--- config.mk ---
export PLATFORM = sky130hd
export DESIGN_NAME = seq_addsub
export DESIGN_NICKNAME = d
export VERILOG_FILES = /design/src/rtl/seq_addsub.sv
export SDC_FILE = /design/constraint.sdc
export NUM_CORES = 1
export LEC_CHECK = 0
export ABC_CLOCK_PERIOD_IN_PS = 1710
export CORE_MARGIN = 2
export CORE_UTILIZATION = 40
export DETAILED_ROUTE_END_ITERATION = 10
export HOLD_SLACK_MARGIN = 0.03
export PLACE_DENSITY_LB_ADDON = 0.15
export SLEW_MARGIN = 40
export SYNTH_ARGS = -nofsm -noshare
export SYNTH_HDL_FRONTEND = slang
export SYNTH_SLANG_ARGS = --single-unit
--- constraint.sdc ---
create_clock -name clk -period 1.71 [get_ports clk]
set_input_delay 0.171 -clock clk [delete_from_list [all_inputs] [get_ports clk]]
set_output_delay 0.171 -clock clk [all_outputs]
set_load 0.02 [all_outputs]
--- src/rtl/seq_addsub.sv ---
// Multi-cycle WIDTH-bit add/subtract, CHUNK bits per clock, LSB chunk first.
// Latency: done pulses in the cycle after the N-th edge following accept (N = WIDTH/CHUNK).
// Backpressure: start is honoured only while ready=1; requests during CALC/DONE are dropped.
module seq_addsub #(
  parameter int WIDTH = 16,
  parameter int CHUNK = 4   // WIDTH must be a multiple of CHUNK
) (
  input  logic             clk,
  input  logic             rst,
  input  logic             start,
  input  logic             sub,
  input  logic [WIDTH-1:0] x,
  input  logic [WIDTH-1:0] y,
  input  logic             cin,
  output logic             ready,
  output logic             done,
  output logic [WIDTH-1:0] sum,
  output logic             cout,
  output logic             ovf
);

  localparam int N  = WIDTH / CHUNK;
  localparam int CW = (N > 1) ? $clog2(N) : 1;
  localparam logic [CW-1:0] KLAST = CW'(N - 1);

  typedef enum logic [1:0] {
    IDLE = 2'd0,
    CALC = 2'd1,
    DONE = 2'd2
  } state_t;

  state_t           state, state_nxt;
  logic [WIDTH-1:0] a_q, b_q;     // operands, shifted right one chunk per CALC edge
  logic             carry_q;      // carry between chunks
  logic [CW-1:0]    k_q;          // index of the chunk being added
  logic [CHUNK:0]   csum;         // current chunk sum including carry out
  logic             msb_cin;      // carry into the chunk MSB (used on the final chunk)
  logic             last;
  logic [WIDTH-1:0] res;          // assembled result including the current chunk

  // The live chunk always sits in the low bits because the operands shift down
  assign csum    = {1'b0, a_q[CHUNK-1:0]} + {1'b0, b_q[CHUNK-1:0]} + {{CHUNK{1'b0}}, carry_q};
  assign msb_cin = a_q[CHUNK-1] ^ b_q[CHUNK-1] ^ csum[CHUNK-1];
  assign last    = (k_q == KLAST);

  generate
    if (N > 1) begin : g_multi
      logic [WIDTH-CHUNK-1:0] part_q;
      // Finished chunks enter at the top and shift down, so chunk 0 ends up in the LSBs
      always_ff @(posedge clk or posedge rst) begin
        if (rst)
          part_q <= '0;
        else if (state == CALC)
          part_q <= res[WIDTH-1:CHUNK];
      end
      assign res = {csum[CHUNK-1:0], part_q};
    end else begin : g_single
      assign res = csum[CHUNK-1:0];
    end
  endgenerate

  // State register
  always_ff @(posedge clk or posedge rst) begin
    if (rst)
      state <= IDLE;
    else
      state <= state_nxt;
  end

  // Next-state and handshake outputs
  always_comb begin
    state_nxt = state;
    ready     = 1'b0;
    done      = 1'b0;
    case (state)
      IDLE: begin
        ready = 1'b1;
        if (start)
          state_nxt = CALC;
      end
      CALC: begin
        if (last)
          state_nxt = DONE;
      end
      DONE: begin
        done      = 1'b1;
        state_nxt = IDLE;
      end
      default: state_nxt = IDLE;
    endcase
  end

  // Operand capture, chunk stepping and result load on the final chunk
  always_ff @(posedge clk or posedge rst) begin
    if (rst) begin
      a_q     <= '0;
      b_q     <= '0;
      carry_q <= 1'b0;
      k_q     <= '0;
      sum     <= '0;
      cout    <= 1'b0;
      ovf     <= 1'b0;
    end else begin
      case (state)
        IDLE: begin
          if (start) begin
            a_q     <= x;
            b_q     <= sub ? ~y : y;
            carry_q <= sub | cin;   // subtract is x + ~y + 1
            k_q     <= '0;
          end
        end
        CALC: begin
          a_q     <= a_q >> CHUNK;
          b_q     <= b_q >> CHUNK;
          carry_q <= csum[CHUNK];
          k_q     <= k_q + 1'b1;
          if (last) begin
            sum  <= res;
            cout <= csum[CHUNK];
            ovf  <= msb_cin ^ csum[CHUNK];
          end
        end
        default: ;
      endcase
    end
  end

endmodule

# [Word-level counts from Yosys, hierarchy flattened]
# Index checks and enable logic that the tools add are counted.
[classes] muxes=14 bitwise=5 n_eq_ne=5 reduce_logical=5 addsub=3
[op_table] op="16-bit case mux with 2 select lines" n=2
[op_table] op="16-bit 2-to-1 mux" n=3
[op_table] op="16-bit inverter" n=1
[op_table] op="2-bit case mux with 2 select lines" n=2
[op_table] op="2-bit 2-to-1 mux" n=3
[op_table] op="2-bit AND reduction" n=3
[op_table] op="4-bit by 4-bit adder with 5-bit output" n=1
[op_table] op="5-bit by 1-bit adder with 5-bit output" n=1
[op_table] op="2-bit == test, second input constant" n=2
[op_table] op="2-bit inequality test, second input constant" n=2
[op_table] op="1-bit 2-to-1 mux" n=3
[op_table] op="1-bit XOR" n=3
[op_table] op="2-bit by 1-bit adder with 2-bit output, second input constant" n=1
[op_table] op="2-bit by 1-bit == test with 1-bit output, second input constant" n=1
[op_table] op="2-bit zero test" n=1
[op_table] op="1-bit case mux with 2 select lines" n=1
[op_table] op="2-bit nonzero test" n=1
[op_table] op="1-bit OR" n=1
[totals] inputBits=37 reg_bits=67 out_inout_bits=20

# [Longest topological paths before layout]
# Gate-level depths: netlist of run 1.
[depth] ltp_word=4 ltp_mapped=7 depth_no_buf=7

# [Worst setup path before layout of run 1]
# OpenSTA, ideal clock, no wires.
[synth_timing] path_kind="flip-flop to flip-flop" start="register a_q[0]" end="register ovf" required_time_ns=1.584 stages_incl_launch_ff=8 slack_ns=0.055 arrival_time_ns=1.529 path_cell_list="dfrtp_1 -> fa_1 -> inv_1 -> fa_1 -> nand2b_1 -> a21oi_1 -> xor2_1 -> o21ai_0"
[synth_via] elab_chain_cells=4
[synth_rtl] item="start: declaration" line="33" text="logic [WIDTH-1:0] a_q, b_q;"
[synth_rtl] item="start signal: assignment" line="114" text="a_q <= a_q >> CHUNK;"
[synth_rtl] item="4-bit by 4-bit adder with 5-bit output (*)" line="42" text="assign csum = {1'b0, a_q[CHUNK-1:0]} + {1'b0, b_q[CHUNK-1:0]} + {{CHUNK{1'b0}}, carry_q};"
[synth_rtl] item="5-bit by 1-bit adder with 5-bit output (*)" line="42"
[synth_rtl] item="1-bit XOR" line="43" text="assign msb_cin = a_q[CHUNK-1] ^ b_q[CHUNK-1] ^ csum[CHUNK-1];"
[synth_rtl] item="1-bit XOR (*)" line="121" text="ovf <= msb_cin ^ csum[CHUNK];"
[synth_rtl] item="end signal: assignment" line="121"
[synth_rtl] item="end: declaration" line="19" text="output logic ovf"
# Mark *: on every way between the ends. The rest lies on a longest branch, timed or not.
# A chain may end at the register's enable or synchronous reset.

# [Worst setup path after layout of run 1]
[layout_timing] start="register carry_q" end="register carry_q"
[layout_via] elab_chain_cells=2
[layout_rtl] item="start: declaration" line="34" text="logic carry_q;"
[layout_rtl] item="start signal: assignment" line="109" text="carry_q <= sub | cin;"
[layout_rtl] item="start signal: assignment" line="116" text="carry_q <= csum[CHUNK];"
[layout_rtl] item="5-bit by 1-bit adder with 5-bit output" line="42"
[layout_rtl] item="1-bit case mux with 2 select lines" line="104" text="case (state)"
# No other way between the ends.

==> summary.txt, run 1 <==
Outcome
  – Status: complete, but fails checks
  – Failing checks: negative setup slack

Global route
  – GRT overflow: 0
  – Tot GR Track Use: 0.155
  – Global-route wire length before repair: 10100 um
  – Met2 Use GR: 0.243
  – GRT busiest layer: met2
  – Vias in the first global route: 2153
  – Pin count of the biggest net entering global routing: 68
  – Grt met3 use: 0.0349
  – Initial antenna violation count: 0
  – Met1 Usage GRT: 0.203

Power
  – Power density over the cells: 1900 mW/mm^2
  – Peak VDD IR: 1.14 mV
  – Sequential fraction of design power: 0.376
  – Sw Share: 0.377
  – Static Leakage: 1.80 nW
  – Clock share of power: 0.146
  – Pint: 4.67 mW
  – Comb pwr share: 0.478
  – P_sw: 2.82 mW

STA
  – Actual slew at the worst max-slew pin: 0.624 ns
  – Setup TNS: -0.0196 ns
  – Max Slew Vio Count: 0
  – Clock Skews: 0.00486 ns
  – RSZ-0062 raised after global routing: yes
  – Setup violators final: 1
  – Rel. slew slack: 0.584
  – Final hold violation count: 0
  – Final period utilization: 1.01
  – F_max: 578 MHz
  – Fin worst setup slack: -0.0196 ns
  – Worst hold slack: 0.271 ns
  – Final worst path period need: 1.73 ns

Run
  – Total of max-cap violations: 0

Hold path
  – Tightest Hold Check Type: in -> async

Routing
  – DR WL/cell: 12.9 um
  – Post-route ant nets: 0
  – DRT Wirelength: 5760 um
  – TritonRoute pass-1 iters: 4
  – DRC violations left: 0
  – Vias per inst: 4.78
  – Via Count: 2141
  – Initial drt markers: 61

Setup path
  – Reg2reg path depth: 8
  – CP arrival: 1.95 ns
  – Data required, critical path: 1.93 ns
  – Crit Path Class: reg -> reg
  – Reg-to-reg setup timing slack: -0.02 ns
  – Crit end category: flop
  – CP max FO: 3
  – Reg2reg start: carry_q$_DFFE_PP0P_
  – RR Endpoint: carry_q$_DFFE_PP0P_
  – CP Launch Type: flop

CTS
  – Worst skew pair latency: 0.33 ns
  – Root Buffer: clkbuf_8
  – Clock transition at path regs: 0.06 ns
  – Clock Tree Buf Depth: 2
  – Clk sink count: 67
  – Hold-fix buffers at CTS: 0
  – Total CTS buffers: 9
  – H-tree depth: 3
  – CTS tree: done

Cells and area
  – Fillers: 699
  – Share of layout cells above drive strength 1: 0.146
  – Final net count: 391
  – Area growth syn-to-layout: 29.8%
  – Antenna Cells: 0
  – Non-filler instance count after layout: 448

Placed design
  – I/O Buffers: 56
  – HPWL reported at the end of detailed placement: 3980 um
  – GP Congestion: 0.835
  – Placed cell count: 433
  – Pre-CTS setup slack: -0.117 ns

Synthesis
  – EDFF count, synth: 0
  – Mapped cell area: 0.00303 sq mm
  – Synthesized instance count: 285
  – Post-synth ARST share: 1.00
  – Avg Inst Size Synth: 10.6 sq um
  – Register area share after synthesis: 0.553
  – Post-synthesis register bit count: 67
  – Yosys cell types: 29
  – Predominant post-synthesis flop cell: dfrtp_1
  – Syn. warnings: 0
  – Syn nets: 328

Floorplan
  – Num ports: 57
  – Starting density of the core: 0.416
  – Die height: 91.1 um
  – Die ar.: 0.00829 sq mm
  – Die span in x: 91.1 um
  – Num rows: 31
  – Total core area: 0.00729 sq mm
## critical path, cell delays in order, from the launching register on
cell and delay [ns]:
dfrtp_1 0.41, fa_2 0.41, inv_2 0.07, fa_2 0.20, nand2b_4 0.14, a21oi_4 0.06, buf_4 0.14, a22oi_2 0.12
nand2_1 0.06
## cells in the mapped netlist (all sizes together), types with 2 or more instances
| master | instances | area [sq um] |
|---|---|---|
| a21oi | 3 | 15.0 |
| a221o | 12 | 120 |
| a31oi | 11 | 68.8 |
| buf | 13 | 92.6 |
| clkbuf | 5 | 18.8 |
| dfrtp | 67 | 1680 |
| fa | 2 | 40.0 |
| ha | 4 | 50.1 |
| inv | 5 | 18.8 |
| mux2 | 14 | 199 |
| nand2 | 71 | 274 |
| nand3 | 3 | 15.0 |
| nor2 | 29 | 111 |
| nor2b | 2 | 15.0 |
| o21ai | 19 | 95.1 |
| xnor2 | 16 | 140 |
| xor2 | 3 | 26.3 |
## what timing repair did
item                                    CTS  global route
setup buffers                             1             2
endpoints found under the setup margin    6             9
pin swaps                                 0             4
resized for setup                         6             5
## layer usage
metal,wire (um),part of all wire
met5,0,0
met3,218,0.038
met4,78,0.014
met1,2800,0.49
met2,2660,0.46
## cell usage in the layout, fill, tap and decap left out, types with 2 or more instances in the layout
cell type	instances
ha_1	4
nor2_1	28
a31oi_1	11
nand3_1	3
xor2_1	3
mux2_4	11
mux2_2	3
inv_1	3
buf_12	3
fa_2	2
clkbuf_8	11
xnor2_1	16
clkdlybuf4s50_1	54
nand2_1	70
a221o_1	12
dfrtp_1	67
buf_4	11
o21ai_0	18
dlygate4sd2_1	2
## power groups by stage
stage	combinational, mW	clock [mW]	sequential [mW]
2_1_floorplan	2.19	0	2.96
3_3_place_gp	3.35	0	2.83
3_5_place_dp	3.42	0	2.85
4_1_cts	3.49	1.13	2.83
5_1_grt	4.04	1.20	2.94
6_report	3.58	1.09	2.82
## layout make-up
type	count	area (sq um)	area share
multi-input cells	195	1260	0.319
flip-flops and latches	67	1680	0.426
well taps	99	124	0.0315
inverters	5	22.5	0.00572
repair buffers	70	701	0.178
clock buffers	12	155	0.0394
## state kept, by name, summed over array words and instances, names as in the netlist
name,count
cout,1
a_q,16
state,2
sum,16
carry_q,1
k_q,2
ovf,1
b_q,16
g_multi.part_q,12
## worst max-delay path by stage
stage	startpoint	end	slack (ns)	depth (start not counted)
floorplan	a_q[0]$_DFFE_PP0P_	ovf$_DFFE_PP0P_	0.06	7
global placement	a_q[0]$_DFFE_PP0P_	ovf$_DFFE_PP0P_	-0.04	7
detailed placement	a_q[0]$_DFFE_PP0P_	ovf$_DFFE_PP0P_	-0.12	7
CTS	b_q[0]$_DFFE_PP0P_	ovf$_DFFE_PP0P_	-0.02	7
global route	carry_q$_DFFE_PP0P_	ovf$_DFFE_PP0P_	-0.07	7
finish	carry_q$_DFFE_PP0P_	carry_q$_DFFE_PP0P_	-0.02	8
## cell families after synthesis
group | share of synthesized area
simple gates | 0.148
flops | 0.553
compound gates | 0.106
buf+inv | 0.0429
xor+xnor | 0.0549
mux | 0.0656
fa+ha+maj | 0.0297
## per-stage QoR
stage                     total power, mW  utilization  cell area, sq um
final                                7.50        0.540              3940
after global placement               6.18        0.511              3730
after global routing                 8.18        0.540              3940
after CTS                            7.44        0.535              3900
after floorplan                      5.15            -              3040
after detailed placement             6.27        0.511              3730
(Power assumes the default switching activity.)
==> inputs of run 2 (changes only) <==
DONT_BUFFER_PORTS = 1   (was unset)
PLACE_DENSITY_LB_ADDON = 0.25   (was 0.15)
==> summary.txt, run 2 (synthesis gave the netlist of run 1 again) <==
Cells and area
  – Multi-input gate area: 0.00125 sq mm
  – Antenna Cells: 0
  – Fin area: 0.00370 sq mm
  – Share of layout cells above drive strength 1: 0.161
  – Non-filler instance count after layout: 422
  – Final net count: 361
  – Most common cell after layout, fill and taps aside: nand2_1
  – Seq. cell area: 0.00168 sq mm
  – Area growth syn-to-layout: 22.2%
  – Fillers: 683
  – Regs by FF count: a_q (16), b_q (16), sum (16)
  – Leading cell types in the layout, fill and taps excluded: nand2_1 (70), dfrtp_1 (67), nor2_1 (28)

STA
  – Actual slew at the worst max-slew pin: 0.567 ns
  – Final worst path period need: 1.64 ns
  – Final hold violation count: 0
  – Setup violators final: 0
  – Max Slew Vio Count: 0
  – Final period utilization: 0.959
  – Rel. slew slack: 0.621
  – F_max: 610 MHz
  – RSZ-0062 raised after global routing: yes
  – Clock Skews: 0.00979 ns

Routing
  – Post-route ant nets: 0
  – DRT Wirelength: 5930 um
  – Vias per inst: 4.92
  – DRC violations left: 0
  – DR WL/cell: 14.1 um
  – Via Count: 2076
  – Initial drt markers: 85
  – TritonRoute pass-1 iters: 4

Floorplan
  – Starting density of the core: 0.416
  – Total core area: 0.00729 sq mm
  – Die ar.: 0.00829 sq mm
  – Die height: 91.1 um
  – Die span in x: 91.1 um
  – Num ports: 57
  – Num rows: 31

Global route
  – Pin count of the biggest net entering global routing: 68
  – Vias in the first global route: 2083
  – Global-route wire length before repair: 10100 um
  – Tot GR Track Use: 0.156
  – Initial antenna violation count: 0
  – GRT overflow: 0

Placed design
  – Placed cell count: 378
  – GP Congestion: 0.755
  – HPWL reported at the end of detailed placement: 3910 um
  – Dpl cell area: 0.00315 sq mm
  – I/O Buffers: 0

Run
  – Total of max-cap violations: 0

Setup path
  – Data required, critical path: 1.92 ns
  – Crit Path Class: reg -> reg
  – CP Launch Type: flop
  – Crit end category: flop
  – CP arrival: 1.85 ns
  – CP max FO: 3

Power
  – Static Leakage: 1.72 nW
  – Peak VDD IR: 0.894 mV
  – Total power: 7.60 mW
  – Power density over the cells: 2050 mW/mm^2

CTS
  – Root Buffer: clkbuf_8
  – Total CTS buffers: 9
  – Clock Tree Buf Depth: 2
  – Clk sink count: 67
  – Worst skew pair latency: 0.34 ns
  – H-tree depth: 3
  – Clock transition at path regs: 0.07 ns
  – CTS tree: done

Hold path
  – Tightest Hold Check Type: in -> reg

Outcome
  – Status: finished, final reports clean
-- run 2: timing repair --
action	4_1_cts	5_1_grt
hold buffers	25	0
pin swaps	2	2
buffers inserted	2	1
resized for setup	4	2
endpoints found under the setup margin	4	3
hold endpoints to repair	87	0
-- run 2: metrics by stage --
step,TNS (ns),hold WS (ns),util,worst slack [ns]
floorplan,0,0.288,-,0.0551
detailed placement,-0.104,0.175,0.432,-0.103
global route,-0.128,0.0580,0.508,-0.0364
global placement,-0.0495,0.169,0.432,-0.0495
finish,0,0.0483,0.508,0.0710
CTS,0,0.0366,0.506,0.00465
-- run 2: final cells by class --
type | instances | share of cell area
well taps | 99 | 0.0334
repair buffers | 40 | 0.101
inverters | 5 | 0.00608
clock buffers | 11 | 0.0355
clock inverters | 5 | 0.0338
flip-flops and latches | 67 | 0.453
multi-input cells | 195 | 0.337
-- run 2: path summary, 6_finish.rpt --
check	slack, ns	endpoint	cells after the start	start
max	0.07	ovf$_DFFE_PP0P_	7	carry_q$_DFFE_PP0P_
min	0.05	b_q[15]$_DFFE_PP0P_	2	y[15]
max reg2reg	0.07	ovf$_DFFE_PP0P_	7	carry_q$_DFFE_PP0P_
min reg2reg	0.48	g_multi.part_q[1]$_DFFE_PP0P_	2	g_multi.part_q[1]$_DFFE_PP0P_
max in group asynchronous	1.01	state[0]$_DFFE_PP0P_	3	rst
min in group asynchronous	0.41	a_q[11]$_DFFE_PP0P_	3	rst
-- run 2: worst max-delay path, stage by stage (launching register included) --
cell	delay, ns
dfrtp_1	0.38
fa_2	0.22
inv_1	0.05
fa_2	0.34
nand2b_4	0.15
a21oi_4	0.14
xor2_1	0.16
o21ai_1	0.07
-- run 2: per-layer routing --
| layer | part of all wire | global-route usage | vias up |
|---|---|---|---|
| li1 | - | - | 1018 |
| met1 | 0.46 | 0.202 | 998 |
| met2 | 0.47 | 0.236 | 54 |
| met3 | 0.054 | 0.0680 | 6 |
| met4 | 0.012 | 0.0505 | 0 |
| met5 | 0 | 0 | - |
-- run 2: power by group --
part / internal [mW] / total [mW] / leakage, nW / switching [mW]
combinational: 1.34 / 2.82 / 0.763 / 1.47
clock: 1.12 / 1.69 / 0.128 / 0.579
sequential: 2.35 / 3.09 / 0.834 / 0.738
total: 4.81 / 7.60 / 1.72 / 2.79
